[src/rtl/vga_sync_gen.sv]
// Raster timing generator: pixel coordinates, active flag and sync pulses for a VGA-style display.
// HSYNC/VSYNC/DE are delayed PIPE_DLY enabled cycles to line up with a registered colour stage.
module vga_sync_gen #(
  parameter int P_WIDTH  = 11,
  parameter int H_ACT    = 640,
  parameter int H_FP     = 16,
  parameter int H_SYNC   = 96,
  parameter int H_BP     = 48,
  parameter int V_ACT    = 480,
  parameter int V_FP     = 10,
  parameter int V_SYNC   = 2,
  parameter int V_BP     = 33,
  parameter bit HS_POL   = 1'b0,
  parameter bit VS_POL   = 1'b0,
  parameter int PIPE_DLY = 1
) (
  input  logic               VGA_CLK,
  input  logic               RST_N,
  input  logic               EN,
  output logic [P_WIDTH-1:0] X,
  output logic [P_WIDTH-1:0] Y,
  output logic               valid,
  output logic               FRAME_START,
  output logic               HSYNC,
  output logic               VSYNC,
  output logic               DE
);

  localparam int LP_H_TOTAL = H_ACT + H_FP + H_SYNC + H_BP;
  localparam int LP_V_TOTAL = V_ACT + V_FP + V_SYNC + V_BP;

  // Window bounds are inclusive so no constant ever needs to hold H_TOTAL itself.
  localparam logic [P_WIDTH-1:0] LP_H_LAST     = P_WIDTH'(LP_H_TOTAL - 1);
  localparam logic [P_WIDTH-1:0] LP_V_LAST     = P_WIDTH'(LP_V_TOTAL - 1);
  localparam logic [P_WIDTH-1:0] LP_H_ACT      = P_WIDTH'(H_ACT);
  localparam logic [P_WIDTH-1:0] LP_V_ACT      = P_WIDTH'(V_ACT);
  localparam logic [P_WIDTH-1:0] LP_HS_FIRST   = P_WIDTH'(H_ACT + H_FP);
  localparam logic [P_WIDTH-1:0] LP_HS_LAST    = P_WIDTH'(H_ACT + H_FP + H_SYNC - 1);
  localparam logic [P_WIDTH-1:0] LP_VS_FIRST   = P_WIDTH'(V_ACT + V_FP);
  localparam logic [P_WIDTH-1:0] LP_VS_LAST    = P_WIDTH'(V_ACT + V_FP + V_SYNC - 1);

  logic [P_WIDTH-1:0] r_h_cnt;
  logic [P_WIDTH-1:0] r_v_cnt;
  logic [P_WIDTH-1:0] r_x;
  logic [P_WIDTH-1:0] r_y;
  logic               r_valid;
  logic               r_fs;
  logic               r_hs;
  logic               r_vs;

  logic w_h_wrap;
  logic w_v_wrap;
  logic w_active;
  logic w_hs_win;
  logic w_vs_win;

  assign w_h_wrap = (r_h_cnt == LP_H_LAST);
  assign w_v_wrap = (r_v_cnt == LP_V_LAST);
  assign w_active = (r_h_cnt < LP_H_ACT) && (r_v_cnt < LP_V_ACT);
  assign w_hs_win = (r_h_cnt >= LP_HS_FIRST) && (r_h_cnt <= LP_HS_LAST);
  assign w_vs_win = (r_v_cnt >= LP_VS_FIRST) && (r_v_cnt <= LP_VS_LAST);

  always_ff @(posedge VGA_CLK or negedge RST_N) begin
    if (!RST_N) begin
      r_h_cnt <= '0;
      r_v_cnt <= '0;
      r_x     <= '0;
      r_y     <= '0;
      r_valid <= 1'b0;
      r_fs    <= 1'b0;
      r_hs    <= ~HS_POL;
      r_vs    <= ~VS_POL;
    end else if (EN) begin
      r_h_cnt <= w_h_wrap ? '0 : r_h_cnt + P_WIDTH'(1);
      if (w_h_wrap) begin
        r_v_cnt <= w_v_wrap ? '0 : r_v_cnt + P_WIDTH'(1);
      end
      // Outputs decode the count before it advances, so the first edge out of reset shows (0,0).
      r_valid <= w_active;
      r_x     <= w_active ? r_h_cnt : '0;
      r_y     <= w_active ? r_v_cnt : '0;
      r_fs    <= (r_h_cnt == '0) && (r_v_cnt == '0);
      r_hs    <= w_hs_win ? HS_POL : ~HS_POL;
      r_vs    <= w_vs_win ? VS_POL : ~VS_POL;
    end
  end

  assign X           = r_x;
  assign Y           = r_y;
  assign valid       = r_valid;
  assign FRAME_START = r_fs;

  generate
    if (PIPE_DLY == 0) begin : g_no_dly
      assign HSYNC = r_hs;
      assign VSYNC = r_vs;
      assign DE    = r_valid;
    end else begin : g_dly
      // Each stage holds {hs, vs, valid}; reset loads deasserted levels so no stale sync survives.
      logic [2:0] r_dly [PIPE_DLY];

      always_ff @(posedge VGA_CLK or negedge RST_N) begin
        if (!RST_N) begin
          for (int i = 0; i < PIPE_DLY; i++) begin
            r_dly[i] <= {~HS_POL, ~VS_POL, 1'b0};
          end
        end else if (EN) begin
          r_dly[0] <= {r_hs, r_vs, r_valid};
          for (int i = 1; i < PIPE_DLY; i++) begin
            r_dly[i] <= r_dly[i-1];
          end
        end
      end

      assign {HSYNC, VSYNC, DE} = r_dly[PIPE_DLY-1];
    end
  endgenerate

endmodule

[config.mk]
export PLATFORM = sky130hd
export DESIGN_NAME = vga_sync_gen
export DESIGN_NICKNAME = d
export VERILOG_FILES = /design/src/rtl/vga_sync_gen.sv
export SDC_FILE = /design/constraint.sdc
export NUM_CORES = 1
export LEC_CHECK = 0
export ABC_AREA = 1
export CORE_MARGIN = 2
export CORE_UTILIZATION = 35
export DETAILED_ROUTE_END_ITERATION = 10
export GPL_TIMING_DRIVEN = 0
export PLACE_DENSITY = 0.57
export SYNTH_ARGS = -nofsm -noshare
export SYNTH_HDL_FRONTEND = slang
export SYNTH_SLANG_ARGS = --single-unit
[constraint.sdc]
create_clock -name VGA_CLK -period 4 [get_ports VGA_CLK]
set_clock_uncertainty 0.15 [all_clocks]
set_input_delay 1 -clock VGA_CLK [delete_from_list [all_inputs] [get_ports VGA_CLK]]
set_output_delay 1 -clock VGA_CLK [all_outputs]
set_load 0.02 [all_outputs]
* After elaboration in Yosys (flattened, before gate mapping) *
Index checks and enable logic that the tools add are counted.

operators by class
  add/subtract/negate cells = 2
  $lt $le $gt $ge = 6
  equality and inequality tests = 2
  mux-type cells = 6
  reductions and logical operators = 7

operators by type and width
  cell                     count
  $mux W11                 4
  $add A11 B1 Y11 const B  2
  $eq A11 B10 Y1 const B   2
  $logic_not A11 Y1        2
  $ge A11 B10 Y1 const B   1
  $ge A11 B9 Y1 const B    1
  $le A11 B10 Y1 const B   1
  $le A11 B9 Y1 const B    1
  $lt A11 B10 Y1 const B   1
  $lt A11 B9 Y1 const B    1
  $logic_and A1 B1 Y1      4
  $mux W1                  2
  $reduce_and A2 Y1        1

word-level totals
  register bits after elaboration = 51
  input port bits = 3
  output and inout bits = 27
  word-level logic and storage cells = 32

* Depth between registers and ports, before layout *
  depth after elaboration = 3
  gate-level depth with buffers = 8
  depth with buffers taken out = 8

* Worst setup path before layout *
Ideal clock, no wire load.

  path type = input-to-reg
  from = input port EN
  to = register r_h_cnt[10]
  library setup time = 118 ps
  arrival = 1787 ps
  data required time = 3732 ps
  path slack = 1945 ps
  cell stages on the path = 7
  buffers on the path = 2
  path through = buf_4 inv_2 buf_6 nor3_4 nand3_1 xor2_1 inv_1

RTL lines
  what                  line  source
  start, declared       19    input logic EN,
  end signal, assigned  74    r_h_cnt <= w_h_wrap ? '0 : r_h_cnt + P_WIDTH'(1);
  end, declared         42    logic [P_WIDTH-1:0] r_h_cnt;

* Worst setup path in the final report *
  from = register g_dly.r_dly[1] (netlist bit)
  to = output port VSYNC

RTL lines
  what                             line  source
  start, declared                  100   logic [2:0] r_dly [PIPE_DLY];
  start signal, assigned by index  105   r_dly[i] <= {~HS_POL, ~VS_POL, 1'b0};
  start signal, assigned by index  110   r_dly[i] <= r_dly[i-1];
  end, declared                    25    output logic VSYNC,

No word-level cell between the ends.

==> summary.txt <==
Die
  – Chip Width: 90.23 microns
  – I/O pin cnt: 30
  – Initial core utilization: 36.07%
  – Core footprint: 7214 sq um
  – Die height: 90.23 microns
  – Die Area: 8141 sq um
  – Site Rows: 31

Clocking
  – Postcts setup bufs: 0
  – Deepest clock path buffer count: 2
  – CTS clk-pin slew, worst paths: 90 ps
  – Worst-skew pair later-pin latency: 300 ps
  – Clk root buf: clkbuf_8
  – Total clock sinks: 51
  – CTS tree: yes
  – Num CTS Buffers: 5
  – PostCTS Resize Cnt: 0
  – CTS Hold Buffers Added: 0
  – Maximum level of the CTS H-tree: 2

Timing
  – Tmin final: 2592 ps
  – Slew of the pin with the lowest slew margin: 425.3 ps
  – Hold Violations, Final: 0
  – Slew HR: 71.65%
  – Setup TNS: 0 ps
  – # setup viols final: 0
  – RSZ-0062 raised after global routing: false
  – Slew Viols, Final: 0
  – Fin Hold WS: 319.7 ps
  – Fmax: 385.7 MHz
  – Setup WS post-layout: 1408 ps
  – Period Utilization, post-route: 64.81%

Yosys
  – Post-synth EDFFs: 0
  – Most frequent cells after synthesis: 85 x nand2_1, 47 x dfrtp_1, 27 x nor2_1
  – Yosys top cell by area: dfrtp_1
  – Distinct cells, synth: 34
  – Post-synthesis instance total: 299
  – Post-Syn Nets: 306
  – Synth Cell Area: 2602 sq um
  – Top cells by area, synth: dfrtp_1 45%, nand2_1 12%, dfstp_2 4.0%, o21ai_2 4.0%, nor2_1 3.9%
  – Synth async-reset ratio: 100.0%
  – Synth warnings: 0
  – Most common cell in the netlist: nand2_1
  – Avg Cell Area, Syn: 8.704 sq um
  – Synth Flop Type: dfrtp_1
  – Register area share after synthesis: 49.23%
  – Post-synth top area share: 45.19%
  – Register bit count reported by yosys: 51

Critical path
  – Worst EP arrival: 1440 ps
  – Levels on crit path: 1
  – Worst Path Required: 2850 ps
  – RR Endpoint: r_v_cnt[5]
  – CP Cell Sequence: clkdlybuf4s50_1
  – Delay-heaviest family, CP: buffers and inverters
  – Critical path startpoint: g_dly.r_dly[1]
  – Critical Path End: VSYNC
  – Reg2Reg Depth: 6
  – CP endpoint kind: output pin
  – Setup CP Type: reg -> out
  – Worst path bufs/invs: 1
  – Setup slack, reg-to-reg: 2300 ps
  – CP Launch Type: flip-flop
  – Slowest cell on crit path: clkdlybuf4s50_1
  – Critical R2R Launch: r_h_cnt[1]
  – Peak fanout along the critical path: 2
  – Worst path max stage delay: 600 ps

Finish
  – Nets: 342
  – Ant diodes: 0
  – Area delta synth->final: 20.10%
  – Share of layout cells above drive strength 1: 17.56%
  – Area of the multi-input gates: 1125 sq um
  – Final std cells w/o fill: 435
  – Layout fillers: 750
  – Register area: 1281 sq um
  – Post-layout util: 43.32%
  – Post-route cell area: 3126 sq um

Detailed routing
  – Wire per inst: 12.72 microns
  – Routed Antenna Nets: 0
  – Detailed Route WL: 5.535 mm
  – DR pass1 iterations: 4
  – Remaining DRCs: 0
  – Avg Vias per Cell: 4.697
  – DR vias: 2043
  – Number of DRC markers in iteration 0: 102

Pwr
  – Power Density: 483.1 nW/um^2
  – Leakage: 1.456 nW
  – Total Power: 1.510 mW
  – Peak VDD IR: 0.0002119 V

Global routing
  – First-pass GRT wire length: 9.784 mm
  – Number of global-route vias before repair: 2018
  – Antenna violations before repair: 0
  – Tot GR Track Use: 14.68%
  – Grt total ovfl: 0
  – Largest net degree at the start of global routing: 39

Placement
  – Port bufs: 28
  – GPL Wtd Cong: 0.8709
  – Pre-CTS WS: 1739 ps
  – Placed cell area: 3022 sq um
  – Post-detail-place hpwl: 4.072 mm
  – Cells after DPL: 427

Job
  – Max-Cap Viols: 0

Worst hold path
  – Hold-critical path depth: 2
  – Worst Hold Class: reg -> reg

Run status
  – Status: finished clean
worst min path at each step:
stage                     endpoint           start
CTS                 g_dly.r_dly[2]  g_dly.r_dly[2]
finish              g_dly.r_dly[2]  g_dly.r_dly[2]
global route        g_dly.r_dly[2]  g_dly.r_dly[2]
floorplan           g_dly.r_dly[1]            r_vs
detailed placement  g_dly.r_dly[2]  g_dly.r_dly[2]
global placement    g_dly.r_dly[0]  g_dly.r_dly[0]
sequential cells by signal, indices dropped and copies added, names as in the netlist:
signal,cells
valid,1
X,11
r_hs,1
r_v_cnt,11
Y,11
FRAME_START,1
g_dly.r_dly,3
r_vs,1
r_h_cnt,11
metal layers:
layer / vias to the layer above / GRT usage [%] / routed length (microns)
li1: 1030 / - / -
met1: 967 / 20.58 / 2779
met2: 40 / 22.99 / 2491
met3: 6 / 3.018 / 195
met4: 0 / 4.359 / 68
met5: - / 0 / 0
cells in the final DEF, fill, tap and decap left out, drive strengths merged, types with 2 or more instances in the layout:
cell type / count
nand2: 87
dfrtp: 47
nor2: 32
inv: 31
o21ai: 29
clkdlybuf4s50: 27
nand3: 21
buf: 10
xor2: 9
clkbuf: 9
nor3: 6
nand4: 5
a21oi: 5
ha: 4
dfstp: 4
nor4: 2
nand3b: 2
logic make-up after synthesis:
logic type	synth area share [%]
AOI/OAI and AO/OA	8.894
xor gates and xnor gates	3.366
adders and majority gates	1.923
buffers and inverters	7.547
DFF	49.23
and+or+nand+nor	29.04
final cells by class:
type	count	share of cell area, %
plain buffers	10	2.402
clock buffers	7	3.082
clock inverters	1	0.2402
inverters	32	3.883
multi-input cells	206	35.99
flip-flops and latches	51	40.99
well taps	99	3.963
repair buffers	29	9.448
worst register-to-register path: cells and delay by family (launching register included):
family / cells / cell delay [ps]
simple gates: 4 / 700
flops: 1 / 390
fa+ha+maj: 1 / 240
xor+xnor: 1 / 150
power breakdown:
| group | internal (mW) | total [mW] | switching, mW |
|---|---|---|---|
| combinational | 0.178 | 0.489 | 0.311 |
| clock | 0.158 | 0.326 | 0.168 |
| sequential | 0.607 | 0.695 | 0.0875 |
| total | 0.943 | 1.51 | 0.567 |
No activity file was read; power rests on OpenSTA's default activity.
